### src/rtl/div_unit.sv
// div_unit: iterative radix-2 RV32M divider (DIV/DIVU/REM/REMU) for the E stage.
// One quotient bit per cycle; the full operation takes XLEN+2 cycles from accept to valid.
// Optional macro DIV_FASTPATH_EN: divide-by-zero and signed overflow skip the
// iteration and report valid one cycle after accept.
//
// Handshake: start_i is a level held by the stalled E stage. An accept happens only
// in IDLE when start_i=1 and kill_i=0; operands are sampled on that cycle only.
// valid_o is a one-cycle pulse in DONE, and the start_i level still present in DONE
// is not a new accept. kill_i aborts in any state and suppresses the pulse.
module div_unit #(
    parameter int XLEN = 32
) (
    input  logic            clk_i,
    input  logic            reset_i,
    input  logic            start_i,
    input  logic [1:0]      op_i,
    input  logic [XLEN-1:0] srca_i,
    input  logic [XLEN-1:0] srcb_i,
    input  logic            kill_i,
    output logic [XLEN-1:0] result_o,
    output logic            valid_o,
    output logic            busy_o,
    output logic [1:0]      state_o
);

    typedef enum logic [1:0] {
        S_IDLE = 2'd0,
        S_BUSY = 2'd1,
        S_SIGN = 2'd2,
        S_DONE = 2'd3
    } state_e;

    localparam int CW = $clog2(XLEN + 1);

    state_e            state_q, state_d;
    logic [XLEN-1:0]   rem_q, rem_d;
    logic [XLEN-1:0]   quo_q, quo_d;
    logic [XLEN-1:0]   div_q, div_d;
    logic [XLEN-1:0]   result_q, result_d;
    logic [CW-1:0]     count_q, count_d;
    logic [1:0]        op_q, op_d;
    logic              a_neg_q, a_neg_d;
    logic              b_neg_q, b_neg_d;
`ifndef DIV_FASTPATH_EN
    logic              spec_q, spec_d;
    logic [XLEN-1:0]   spec_res_q, spec_res_d;
`endif

    // Operand decode on the accept cycle.
    logic              accept;
    logic              is_signed;
    logic              a_neg, b_neg;
    logic [XLEN-1:0]   a_abs, b_abs;
    logic              b_zero, ovf, special;
    logic [XLEN-1:0]   spec_val;
    logic [XLEN:0]     shifted, diff;
    logic [XLEN-1:0]   fin_val;

    assign accept    = (state_q == S_IDLE) && start_i && !kill_i;
    assign is_signed = ~op_i[0];
    assign a_neg     = is_signed & srca_i[XLEN-1];
    assign b_neg     = is_signed & srcb_i[XLEN-1];
    assign a_abs     = a_neg ? -srca_i : srca_i;
    assign b_abs     = b_neg ? -srcb_i : srcb_i;
    assign b_zero    = (srcb_i == '0);
    assign ovf       = is_signed && (srca_i == {1'b1, {(XLEN-1){1'b0}}}) && (srcb_i == '1);
    assign special   = b_zero | ovf;

    // Restoring step: shift the next dividend bit into the partial remainder.
    assign shifted = {rem_q, quo_q[XLEN-1]};
    assign diff    = shifted - {1'b0, div_q};

    // Forced RISC-V results for divide-by-zero and signed overflow.
    always_comb begin
        spec_val = '0;
        if (b_zero) begin
            spec_val = op_i[1] ? srca_i : '1;
        end else begin
            spec_val = op_i[1] ? '0 : srca_i;
        end
    end

    // Sign correction of the unsigned iteration result.
    always_comb begin
        fin_val = '0;
        if (op_q[1]) begin
            fin_val = a_neg_q ? -rem_q : rem_q;
        end else begin
            fin_val = (a_neg_q ^ b_neg_q) ? -quo_q : quo_q;
        end
    end

    // FSM state register.
    always_ff @(posedge clk_i) begin
        if (reset_i) begin
            state_q <= S_IDLE;
        end else begin
            state_q <= state_d;
        end
    end

    // FSM next-state logic.
    always_comb begin
        state_d = state_q;
        case (state_q)
            S_IDLE: begin
                if (accept) begin
`ifdef DIV_FASTPATH_EN
                    state_d = special ? S_DONE : S_BUSY;
`else
                    state_d = S_BUSY;
`endif
                end
            end
            S_BUSY: begin
                if (kill_i) begin
                    state_d = S_IDLE;
                end else if (count_q == CW'(1)) begin
                    state_d = S_SIGN;
                end
            end
            S_SIGN: state_d = kill_i ? S_IDLE : S_DONE;
            S_DONE: state_d = S_IDLE;
            default: state_d = S_IDLE;
        endcase
    end

    // FSM outputs; a kill in DONE withdraws the pulse.
    always_comb begin
        valid_o  = (state_q == S_DONE) && !kill_i;
        busy_o   = (state_q != S_IDLE);
        state_o  = state_q;
        result_o = result_q;
    end

    // Datapath next-state: load on accept, iterate in BUSY, finalise in SIGN.
    always_comb begin
        rem_d    = rem_q;
        quo_d    = quo_q;
        div_d    = div_q;
        count_d  = count_q;
        op_d     = op_q;
        a_neg_d  = a_neg_q;
        b_neg_d  = b_neg_q;
        result_d = result_q;
`ifndef DIV_FASTPATH_EN
        spec_d     = spec_q;
        spec_res_d = spec_res_q;
`endif
        if (accept) begin
            op_d    = op_i;
            a_neg_d = a_neg;
            b_neg_d = b_neg;
            quo_d   = a_abs;
            div_d   = b_abs;
            rem_d   = '0;
            count_d = CW'(XLEN);
`ifdef DIV_FASTPATH_EN
            if (special) begin
                result_d = spec_val;
            end
`else
            spec_d     = special;
            spec_res_d = spec_val;
`endif
        end else if (state_q == S_BUSY && !kill_i) begin
            if (!diff[XLEN]) begin
                rem_d = diff[XLEN-1:0];
                quo_d = {quo_q[XLEN-2:0], 1'b1};
            end else begin
                rem_d = shifted[XLEN-1:0];
                quo_d = {quo_q[XLEN-2:0], 1'b0};
            end
            count_d = count_q - CW'(1);
        end else if (state_q == S_SIGN && !kill_i) begin
`ifdef DIV_FASTPATH_EN
            result_d = fin_val;
`else
            result_d = spec_q ? spec_res_q : fin_val;
`endif
        end
    end

    // Datapath registers.
    always_ff @(posedge clk_i) begin
        if (reset_i) begin
            rem_q    <= '0;
            quo_q    <= '0;
            div_q    <= '0;
            count_q  <= '0;
            op_q     <= '0;
            a_neg_q  <= 1'b0;
            b_neg_q  <= 1'b0;
            result_q <= '0;
`ifndef DIV_FASTPATH_EN
            spec_q     <= 1'b0;
            spec_res_q <= '0;
`endif
        end else begin
            rem_q    <= rem_d;
            quo_q    <= quo_d;
            div_q    <= div_d;
            count_q  <= count_d;
            op_q     <= op_d;
            a_neg_q  <= a_neg_d;
            b_neg_q  <= b_neg_d;
            result_q <= result_d;
`ifndef DIV_FASTPATH_EN
            spec_q     <= spec_d;
            spec_res_q <= spec_res_d;
`endif
        end
    end

endmodule
### config.mk
export PLATFORM = sky130hd
export DESIGN_NAME = div_unit
export DESIGN_NICKNAME = d
export VERILOG_FILES = /design/src/rtl/div_unit.sv
export SDC_FILE = /design/constraint.sdc
export NUM_CORES = 1
export LEC_CHECK = 0
export ABC_AREA = 1
export BUFFER_PORTS_ARGS = -buffer_cell sky130_fd_sc_hd__buf_2
export CORE_ASPECT_RATIO = 0.6
export CORE_MARGIN = 2
export CORE_UTILIZATION = 35
export CTS_CLUSTER_DIAMETER = 150
export DETAILED_ROUTE_END_ITERATION = 8
export PLACE_DENSITY = 0.57
export SLEW_MARGIN = 15
export SYNTH_ARGS = -nofsm -noshare
export SYNTH_HDL_FRONTEND = slang
export SYNTH_SLANG_ARGS = --single-unit
### constraint.sdc
create_clock -name clk_i -period 2.2 [get_ports clk_i]
set_input_delay 0.11 -clock clk_i [delete_from_list [all_inputs] [get_ports clk_i]]
set_output_delay 0.11 -clock clk_i [all_outputs]
set_load 0.05 [all_outputs]
* Yosys cells after proc, flatten, opt, wreduce, memory -nomap -nowiden *
Index checks and enable logic that the tools add are counted.
W data, S select, Z words.

word-level totals
  register bits after elaboration = 173
  input bits = 70
  output and inout port bits = 36
  word-level logic and storage cells = 68

cells by class
  add/sub/neg operators = 6
  eq/ne operators = 8
  mux-type cells = 20
  bitwise gates (word level) = 7
  reduce and logical (&&, ||, !) cells = 15

operators with widths
  cell                    number
  $mux W32                12
  $neg A32 Y32            4
  $eq A32 B32 Y1 const B  2
  $sub A33 B32 Y33        1
  $logic_not A32 Y1       1
  $mux W6                 2
  $mux W2                 4
  $pmux W2 S4             1
  $logic_and A1 B1 Y1     7
  $eq A6 B1 Y1 const B    1
  $sub A6 B1 Y6 const B   1
  $eq A2 B2 Y1 const B    2
  $reduce_bool A2 Y1      2
  $ne A3 B3 Y1 const B    1
  $not A1 Y1              3
  $reduce_and A3 Y1       1
  $and A1 B1 Y1           2
  $eq A2 B1 Y1 const B    1
  $logic_not A2 Y1        1
  $ne A2 B2 Y1 const B    1
  $reduce_and A2 Y1       1
  $reduce_or A2 Y1        1
  $logic_not A1 Y1        1
  $mux W1                 1
  2 further kinds         2

* Depth between registers and ports, before layout *
  depth in word-level cells = 5
  mapped depth = 20
  depth with buffers taken out = 19

* Worst setup path before layout *
No wires, ideal clock.

  path type = register to register
  from = register quo_q[31]
  to = register rem_q[11]
  setup time = 0.109 ns
  arrival time = 2.136 ns
  required time = 2.091 ns
  slack = -0.045 ns
  cell stages (with the launch flop) = 21
  path buffers = 1
  clock period less this slack = 2.245 ns
  cells stage by stage = dfxtp_1 -> inv_1 -> ha_1 -> fa_1 -> inv_1 -> nand2_1 -> nand2_1 -> nand3_1 -> nand2_2 -> nand2_2 -> nand2_4 -> nand2_4 -> nand2_4 -> nand2_4 -> nand2_8 -> inv_8 -> buf_12 -> nand2_2 -> nand3_1 -> nand2_1 -> inv_1

between the ends
  word-level cells in the longest chain between the ends = 2

RTL lines
  what                    RTL line  text
  from (decl)             37        logic [XLEN-1:0] quo_q, quo_d;
  from (signal assigned)  201       quo_q <= quo_d;
  $sub A33 B32 Y33        71        assign diff = shifted - {1'b0, div_q};
  $mux W32                167       if (!diff[XLEN]) begin
  to (signal assigned)    200       rem_q <= rem_d;
  to (decl)               36        logic [XLEN-1:0] rem_q, rem_d;

Every way passes these cells.
A chain may end at the register's enable or synchronous reset.

* Worst setup path after layout *
  from = register quo_q[31]
  to = register rem_q[29]

The elaborated chain is that of the path after synthesis.

==> flow_summary.ini <==
[timing]
max_freq_ghz = 0.436
number_of_setup_violations_in_the_final_report = 32
finalHoldViolations = 0
maxSlewViolCount = 0
slew-limit-headroom_pct = 53.2
tightest_slew_ps = 702
min_period_ps = 2290
grt_setup_unrepaired = true
clock_skew_ps = 14.0
final.setup.worst_slack_ps = -91.5
holdWs_ps = 21.5
final_worst_path_cycle_share_pct = 104

[worst_setup_path]
cp_max_fo = 5
worst-endpoint-required_ps = 2530
setup.worst_path.start = quo_q[31]
critical_path.reg2reg.endpoint = rem_q[29]
r2r.worst_path.cells = 19
timing.rr.start = quo_q[31]
setup.reg_to_reg.worst_slack_ps = -90
critPathCaptureType = flop
startpoint_type = flop
crit_type = reg -> reg
arrival_ps = 2620

[die]
std_cell_rows = 56
core_area_sq_mm = 0.0391
die_h_microns = 158
initial_core_util_pct = 35.6
ioPinCount = 106
die_w_microns = 261
die-area_sq_mm = 0.0414

[detailed_routing]
vias_per_cell = 5.23
route.vias.total = 16609
routedLengthMet1_microns = 28200
drt_iter0_markers = 2029
detailroute.wirelength.met3_microns = 5790
detail_route.wl_per_cell_microns = 17.3
count_of_antenna_violating_nets_left_after_detailed_routing = 0
first_pass_iteration_count_of_the_detailed_router = 5
dr.max_layer_used = met4
wl_microns = 54900
dr_wl_met2_microns = 20400
final_routed_drc_violation_total = 0

[hold_path]
min_delay_path_depth = 3
worst_hold_startpoint = srcb_i[11]
hold_path.class = in -> reg
worstHoldEndpoint = div_q[11]

[finish]
antenna_diode_count = 0
fillerInstances = 4208
final_cell_area_sq_mm = 0.0176
syn_to_final_growth_pct = 26.2
post_route_cells_drive_above_1_share_pct = 17.5
finalCoreUtilization_pct = 44.9
nNetsFinal = 2750

[synth]
synthSimpleGateAreaFrac_pct = 39.1
muxShareOfSynthArea_pct = 0
postSynthRegisterBits = 172
postSynth.asyncResetShare_pct = 0
synth-xor-area-share_pct = 2.01
netlist_top_cells_area = sky130_fd_sc_hd__dfxtp_1 25%, sky130_fd_sc_hd__nand2_1 20%, sky130_fd_sc_hd__inv_1 10%
syn_area_per_cell_sq_um = 5.76
cell_variety_after_synth = 53
netlist.top_cell.by_area = sky130_fd_sc_hd__dfxtp_1
synth_area_sq_mm = 0.0139
synth_top_family_by_area = simple AND/OR/NAND/NOR gates
synth_flop_cell = sky130_fd_sc_hd__dfxtp_1
synth.top_cells.by_count = 723 x sky130_fd_sc_hd__nand2_1, 372 x sky130_fd_sc_hd__inv_1, 220 x sky130_fd_sc_hd__nand3_1, 208 x sky130_fd_sc_hd__nor2_1, 172 x sky130_fd_sc_hd__dfxtp_1
synth.yosys.warnings = 0
synth_most_common_cell = sky130_fd_sc_hd__nand2_1
yosysTopAreaCellShare_pct = 24.8
yosysSeqAreaShare_pct = 24.8
postSynthNetCount = 2524
cells_after_synth = 2414
synth-compound-area-share_pct = 17.2
synth_fa_ha_area_share_pct = 3.65
synth_edf_count = 0

[global_routing]
grt_start_max_net_pins = 57
track_usage_pct = 26.2
grt_antenna_before_repair = 2
grt_pass1_wl_microns = 83000
grt_overflow = 0
via_count_of_the_first_global_routing_pass = 14387

[status]
failed_checks = negative setup slack
status = finished with violations

[placement]
hpwlAfterDp_microns = 42500
place_ws_ps = -119
numPortBuffers = 105
place.gp.congestion = 0.978
placed_cell_area_sq_mm = 0.0160

[pwr]
ir_worst_vdd_mv = 0.584
p_leak_nw = 8.98
pwr_density_cell_mw_per_mm2 = 641

[clock_network]
number_of_clock_buffers_inserted_by_tritoncts = 17
cts.root.buffer_cell = sky130_fd_sc_hd__clkbuf_16
tritoncts_clock_tree = done
tritoncts_num_sinks = 172
cts_buffer_depth = 2
clk_pin_slew_ps = 70
clock_insertion_delay_worst_skew_ps = 450
h-tree-depth = 4

[flow_run]
max-cap-violations = 0
per-stage QoR:
step           TNS (ps)  total power, mW  instances
6_report          -2040             11.3       3175
5_1_grt           -6060             11.9       3175
4_1_cts           -1270             11.0       3173
3_5_place_dp      -2860             7.53       3098
3_3_place_gp      -1650             7.51       3098
2_1_floorplan         0             6.00       2414
final cells by class:
class | count | area [sq um] | share of cell area (%)
inverters | 379 | 1440 | 8.17
well taps | 522 | 653 | 3.72
clock inverters | 13 | 155 | 0.884
multi-input cells | 1770 | 9100 | 51.9
repair buffers | 300 | 2320 | 13.2
flip-flops and latches | 172 | 3450 | 19.6
clock buffers | 19 | 443 | 2.52
worst max path at each step:
| stage | endpoint | slack [ps] | depth (start not counted) |
|---|---|---|---|
| 4_1_cts | rem_q[31] | -60 | 19 |
| 3_3_place_gp | rem_q[2] | -80 | 19 |
| 3_5_place_dp | rem_q[29] | -120 | 18 |
| 5_1_grt | rem_q[25] | -220 | 19 |
| 6_report | rem_q[29] | -90 | 19 |
| 2_1_floorplan | rem_q[11] | 0.6 | 20 |
flip-flops by register name, indices dropped and copies added (netlist names):
register / cells
a_neg_q: 1
b_neg_q: 1
count_q: 6
div_q: 32
op_q: 1
quo_q: 32
rem_q: 32
result_o: 32
spec_q: 1
spec_res_q: 32
state_o: 2
timing repair:
| item | CTS | global route |
|---|---|---|
| endpoints found under the setup margin | 33 | 72 |
| cloned | 1 | 1 |
| resized for setup | 45 | 81 |
| hold endpoints to repair | 44 | 0 |
| pin swaps | 16 | 28 |
| setup buffers | 7 | 2 |
| hold buffers | 35 | 0 |
critical path, cell delays in order, from the launching register on:
cell	delay, ps
sky130_fd_sc_hd__dfxtp_2	340
sky130_fd_sc_hd__inv_2	50
sky130_fd_sc_hd__ha_4	150
sky130_fd_sc_hd__fa_2	330
sky130_fd_sc_hd__inv_2	80
sky130_fd_sc_hd__nand2_4	50
sky130_fd_sc_hd__nand2_4	70
sky130_fd_sc_hd__nand3_2	60
sky130_fd_sc_hd__nand2_2	100
sky130_fd_sc_hd__nand2_2	70
sky130_fd_sc_hd__nand2_4	80
sky130_fd_sc_hd__nand2_4	80
sky130_fd_sc_hd__nand2_4	90
sky130_fd_sc_hd__nand2_8	60
sky130_fd_sc_hd__nand2_8	120
sky130_fd_sc_hd__buf_12	130
sky130_fd_sc_hd__clkbuf_16	130
sky130_fd_sc_hd__nand2_2	50
sky130_fd_sc_hd__nand2_2	50
sky130_fd_sc_hd__a21oi_2	50
placed cells by master, fill, tap and decap left out, types with 4 or more instances in the layout:
cell type                       netlist  layout
sky130_fd_sc_hd__o21a_1               5       5
sky130_fd_sc_hd__nor2_1             208     195
sky130_fd_sc_hd__a21oi_2              1       8
sky130_fd_sc_hd__a32o_1               9       9
sky130_fd_sc_hd__inv_1              372     364
sky130_fd_sc_hd__inv_6                0       4
sky130_fd_sc_hd__nand2_4              4      12
sky130_fd_sc_hd__nand2_1            723     676
sky130_fd_sc_hd__nand3_1            220     204
sky130_fd_sc_hd__o221ai_1             7       7
sky130_fd_sc_hd__ha_4                 0      11
sky130_fd_sc_hd__o211ai_1            45      45
sky130_fd_sc_hd__a21oi_1            153     146
sky130_fd_sc_hd__nand4_1             29      29
sky130_fd_sc_hd__and3_1               4       4
sky130_fd_sc_hd__dlygate4sd3_1        0      35
sky130_fd_sc_hd__o31ai_1              7       7
sky130_fd_sc_hd__inv_2                4      12
sky130_fd_sc_hd__nor3_1              36      35
sky130_fd_sc_hd__o21ai_1             19      21
sky130_fd_sc_hd__buf_2               19     105
sky130_fd_sc_hd__o22ai_1             35      35
sky130_fd_sc_hd__xnor2_1              8       8
sky130_fd_sc_hd__o21ai_0            129     126
sky130_fd_sc_hd__buf_4                3     139
sky130_fd_sc_hd__nor2_2              15      23
sky130_fd_sc_hd__buf_12               1      17
sky130_fd_sc_hd__ha_1                39      25
sky130_fd_sc_hd__nand3_2              2      18
sky130_fd_sc_hd__or2_2                4       4
sky130_fd_sc_hd__nand2_2             18      56
sky130_fd_sc_hd__xor2_1              22      22
sky130_fd_sc_hd__clkbuf_16            0      18
sky130_fd_sc_hd__nor2_4               1       6
sky130_fd_sc_hd__a31oi_1              5       5
sky130_fd_sc_hd__dfxtp_1            172     169
where the power goes:
group / switching [mW] / leakage, nW / internal (mW) / total (mW)
combinational: 2.98 / 7.30 / 1.69 / 4.68
clock: 1.47 / 0.289 / 1.74 / 3.20
sequential: 0.105 / 1.40 / 3.27 / 3.37
cell families (layout without fill, tap and decap cells):
group / count (synthesis) / after routing
compound gates: 420 / 420
xor+xnor: 31 / 31
fa+ha+maj: 40 / 40
buf+inv: 472 / 711
flops: 172 / 172
simple gates: 1279 / 1279
per-layer routing:
| layer | global-route usage [%] | vias up |
|---|---|---|
| met2 | 34.6 | 632 |
| li1 | - | 8220 |
| met5 | 0 | - |
| met3 | 7.37 | 32 |
| met1 | 41.3 | 7725 |
| met4 | 4.38 | 0 |
(Power assumes the default switching activity.)
